[src/rtl/repetition_transmitter.sv]
// repetition_transmitter
// Takes one word over a valid/ready input and replays it REPETITION times
// on a valid/ready output, tagging each copy with its index and a last flag.
// The far end majority-votes the copies per bit.
module repetition_transmitter #(
  parameter int DATA_WIDTH = 8,
  parameter int REPETITION = 3,
  localparam int INDEX_WIDTH = (REPETITION > 1) ? $clog2(REPETITION) : 1
) (
  input  logic                   clock,
  input  logic                   reset,
  input  logic [DATA_WIDTH-1:0]  input_data,
  input  logic                   input_valid,
  output logic                   input_ready,
  output logic [DATA_WIDTH-1:0]  output_data,
  output logic                   output_valid,
  input  logic                   output_ready,
  output logic [INDEX_WIDTH-1:0] output_index,
  output logic                   output_last,
  output logic                   busy
);

  typedef enum logic [0:0] {
    IDLE = 1'b0,
    SEND = 1'b1
  } state_t;

  // Index of the final copy; a freshly loaded word is already last when only one copy is sent.
  localparam logic [INDEX_WIDTH-1:0] LAST_INDEX    = INDEX_WIDTH'(REPETITION - 1);
  localparam logic                   FIRST_IS_LAST = (REPETITION == 1) ? 1'b1 : 1'b0;

  state_t                  state_r;
  logic [DATA_WIDTH-1:0]   data_r;
  logic                    valid_r;
  logic [INDEX_WIDTH-1:0]  index_r;
  logic                    last_r;

  logic                    input_ready_s;
  logic                    in_xfer_s;
  logic                    out_xfer_s;
  logic [INDEX_WIDTH-1:0]  next_index_s;

  // Accept a new word when idle, or when the last copy leaves on this very edge.
  always_comb begin
    input_ready_s = 1'b0;
    case (state_r)
      IDLE: input_ready_s = 1'b1;
      SEND: begin
        if (last_r && output_ready) begin
          input_ready_s = 1'b1;
        end else begin
          input_ready_s = 1'b0;
        end
      end
      default: input_ready_s = 1'b0;
    endcase
  end

  assign in_xfer_s    = input_valid & input_ready_s;
  assign out_xfer_s   = valid_r & output_ready;
  assign next_index_s = index_r + INDEX_WIDTH'(1);

  // Word holding, copy sequencing and output registers.
  always_ff @(posedge clock or posedge reset) begin
    if (reset) begin
      state_r <= IDLE;
      data_r  <= '0;
      valid_r <= 1'b0;
      index_r <= '0;
      last_r  <= 1'b0;
    end else begin
      case (state_r)
        IDLE: begin
          if (in_xfer_s) begin
            state_r <= SEND;
            data_r  <= input_data;
            valid_r <= 1'b1;
            index_r <= '0;
            last_r  <= FIRST_IS_LAST;
          end
        end
        SEND: begin
          if (out_xfer_s) begin
            if (!last_r) begin
              // Index stops at LAST_INDEX because last_r gates further increments.
              index_r <= next_index_s;
              last_r  <= (next_index_s == LAST_INDEX);
            end else if (in_xfer_s) begin
              // Back-to-back word: no idle beat between words.
              data_r  <= input_data;
              index_r <= '0;
              last_r  <= FIRST_IS_LAST;
            end else begin
              // data_r keeps the last word so the bus does not toggle while idle.
              state_r <= IDLE;
              valid_r <= 1'b0;
            end
          end
        end
        default: begin
          state_r <= IDLE;
          valid_r <= 1'b0;
        end
      endcase
    end
  end

  assign input_ready  = input_ready_s;
  assign output_data  = data_r;
  assign output_valid = valid_r;
  assign output_index = index_r;
  assign output_last  = last_r;
  assign busy         = valid_r;

endmodule

[config.mk]
export PLATFORM = sky130hd
export DESIGN_NAME = repetition_transmitter
export DESIGN_NICKNAME = d
export VERILOG_FILES = /design/src/rtl/repetition_transmitter.sv
export SDC_FILE = /design/constraint.sdc
export NUM_CORES = 1
export LEC_CHECK = 0
export CORE_MARGIN = 5
export CORE_UTILIZATION = 38
export DETAILED_ROUTE_END_ITERATION = 10
export PLACE_DENSITY = 0.75
export SYNTH_ARGS = -nofsm -noshare
export SYNTH_HDL_FRONTEND = slang
export SYNTH_SLANG_ARGS = --single-unit
[constraint.sdc]
create_clock -name clock -period 1.45 [get_ports clock]
set_input_delay 0.29 -clock clock [delete_from_list [all_inputs] [get_ports clock]]
set_output_delay 0.29 -clock clock [all_outputs]
set_load 0.01 [all_outputs]
==> impl_metrics.ini <==
[clock_network]
htree_levels = 1
tritoncts = yes
clk_latency_ns = 0.27
cts_sinks = 13
hold_buffers = 0
cts_inserted_buffers = 3
clk_pin_slew_ns = 0.08
clock_path_buffers = 2
cts-root-buf = clkbuf_4

[synth]
synth.net_count = 57
syn_area_um2 = 564
syn-instance-count = 44
ys_seq_elements = 13
ys_seq_area_share_pct = 57.6
syn_area_per_cell_um2 = 12.8
ys_warn_count = 0
synth.distinct_cells = 17

[run]
max_cap_violations = 0

[floorplan]
die_h_um = 48.5
ioPinCount = 26
initial_core_util_pct = 38.8
die_w_um = 48.5
core_area_um2 = 1450
die-area_um2 = 2360
num_rows = 14

[sta]
final-setup-viol-count = 0
hold_viol_final = 0
finalCritPeriodShare_pct = 96.7
fmax_mhz = 713
finalWorstSetupSlack_ns = 0.0481
setup_tns_ns = 0
rsz0062_at_grt = true
drv_slew = 0
skew_ns = 0.00379
tightest_slew_ns = 0.467
slew-limit-headroom_pct = 68.8
min_period_ns = 1.40

[power_and_ir_drop]
ir_drop_mv = 0.839
powerDensity_nw_per_um2 = 1730
power_leakage_nw = 0.452
power_mw = 1.54

[place]
dp_hpwl_um = 928
place_area_um2 = 850
gp_congestion = 0.762
io_buffers = 25
dp_slack_ns = -0.350

[final_layout]
diodes = 0
synthToLayoutAreaGrowth_pct = 57.9
drive_above_1_share_pct = 26.6
nNetsFinal = 93
nFillCells = 128
stdcell_area_um2 = 891

[setup_path]
crit_type = flop to flop
cp_top_family = flip-flops
critPathSlowestCell = dfrtp_1
cp.arrival_ns = 1.56
required_ns = 1.61
crit_fanout = 8
cp-end-kind = flop
path_buf_inv = 1
worstPathCellList = buf_4, nand3_2, a21oi_4, mux2_2
cp-start-kind = flop
slowest_delay_ns = 0.39

[route]
wl_um = 1230
vias_per_cell = 4.78
first_pass_iters = 4
num_vias = 454
detail-route-antenna-nets = 0
drc = 0
wire_per_inst_um = 13.0
drtIter0Drc = 2

[global_route]
grt_pass1_wl_um = 2060
first_global_vias = 498
grt_start_max_net_pins = 14
grtUsageTotal_pct = 11.2
antenna_found_initial = 0
grt-ovfl-total = 0

[run_status]
status = complete, no violations

[hold_path]
hold_path_class = input pin to async pin
## synth_stat cells
library cell  number  share of area [%]
dfrtp_1           13                 58
mux2_2             8                 16
inv_1              5                3.3
nand2_1            4                2.7
o21ai_0            2                1.8
a21boi_0           1                1.3
a21oi_1            1               0.89
a21oi_4            1                2.9
a41oi_1            1                1.6
buf_4              1                1.3
ha_1               1                2.2
mux2i_1            1                1.8
nand3_1            1               0.89
nand3_2            1                1.8
nor2b_1            1                1.1
o21ba_2            1                1.8
o22ai_1            1                1.1
## cell type report
cell class | count | area (um^2) | share of cell area (%)
clock buffer | 4 | 26.3 | 2.95
sequential | 13 | 325 | 36.5
tap | 16 | 20.0 | 2.25
inverter | 5 | 18.8 | 2.11
multi-input combinational | 25 | 213 | 23.9
timing repair buffer | 32 | 288 | 32.3
## placed cells by master, fill, tap and decap left out, drive strengths merged
master         synthesis  layout
a21boi                 1       1
a21oi                  2       2
a41oi                  1       1
buf                    1       7
clkbuf                 0       4
clkdlybuf4s50          0      10
dfrtp                 13      13
dlygate4sd2            0      14
dlymetal6s2s           0       1
ha                     1       1
inv                    5       5
mux2                   8       8
mux2i                  1       1
nand2                  4       4
nand3                  2       2
nor2b                  1       1
o21ai                  2       2
o21ba                  1       1
o22ai                  1       1
## registers in the layout, indices dropped and copies added (netlist names)
name,count
state_r,1
output_last,1
output_data,8
busy,1
output_index,2
## cell families (layout without fill, tap and decap cells)
kind of cell,count (synthesis),count (layout),synth area share (%)
compound gates,8,8,11.3
mux,9,9,17.7
flops,13,13,57.6
fa+ha+maj,1,1,2.22
buf+inv,6,41,4.66
simple gates,7,7,6.43
## worst register-to-register path: cells and delay by family (launching register included)
| family | cells | cell delay (ns) |
|---|---|---|
| AO/OA/AOI/OAI | 1 | 0.30 |
| flip-flops | 1 | 0.39 |
| buffers and inverters | 1 | 0.14 |
| multiplexers | 1 | 0.38 |
| AND/OR/NAND/NOR | 1 | 0.09 |
## metal layers
layer  up-vias  global-route usage, %  share of wire [%]
met2        21                   17.6                 45
met3         4                   5.52                 12
met4         0                   8.07                2.6
met1       210                   11.4                 40
li1        219                      -                  -
met5         -                      0                  0
## path summary, 6_finish.rpt
path	start	end	slack (ns)	cells after the start
hold reg to reg	output_data[4]$_DFFE_PP0P_	output_data[4]$_DFFE_PP0P_	0.50	1
hold / removal	reset	busy$_DFFE_PP0P_	0.33	2
setup reg to reg	output_last$_DFFE_PP0P_	output_data[7]$_DFFE_PP0P_	0.05	4
max in group asynchronous	reset	output_data[3]$_DFFE_PP0P_	0.80	2
min in group clock	output_ready	busy$_DFFE_PP0P_	0.48	2
setup / recovery	output_last$_DFFE_PP0P_	output_data[7]$_DFFE_PP0P_	0.05	4
## where the power goes
part	leakage [nW]	total (mW)	internal (mW)	switching, mW
clock network	0.0150	0.218	0.107	0.112
logic	0.281	0.717	0.408	0.309
registers	0.157	0.609	0.523	0.0858
total	0.452	1.54	1.04	0.507
## timing repair
item                       CTS  global route
setup endpoints to repair   21             9
resized for setup           14             1
setup buffers                3             1
pin swaps                    0             1
## through the flow
stage	utilization (%)	cells	hold WS (ns)
2_1_floorplan	-	44	0.167
3_3_place_gp	58.4	87	0.488
3_5_place_dp	58.4	87	0.495
4_1_cts	60.6	94	0.345
5_1_grt	61.3	95	0.379
6_report	61.3	95	0.327
(Power assumes the default switching activity.)
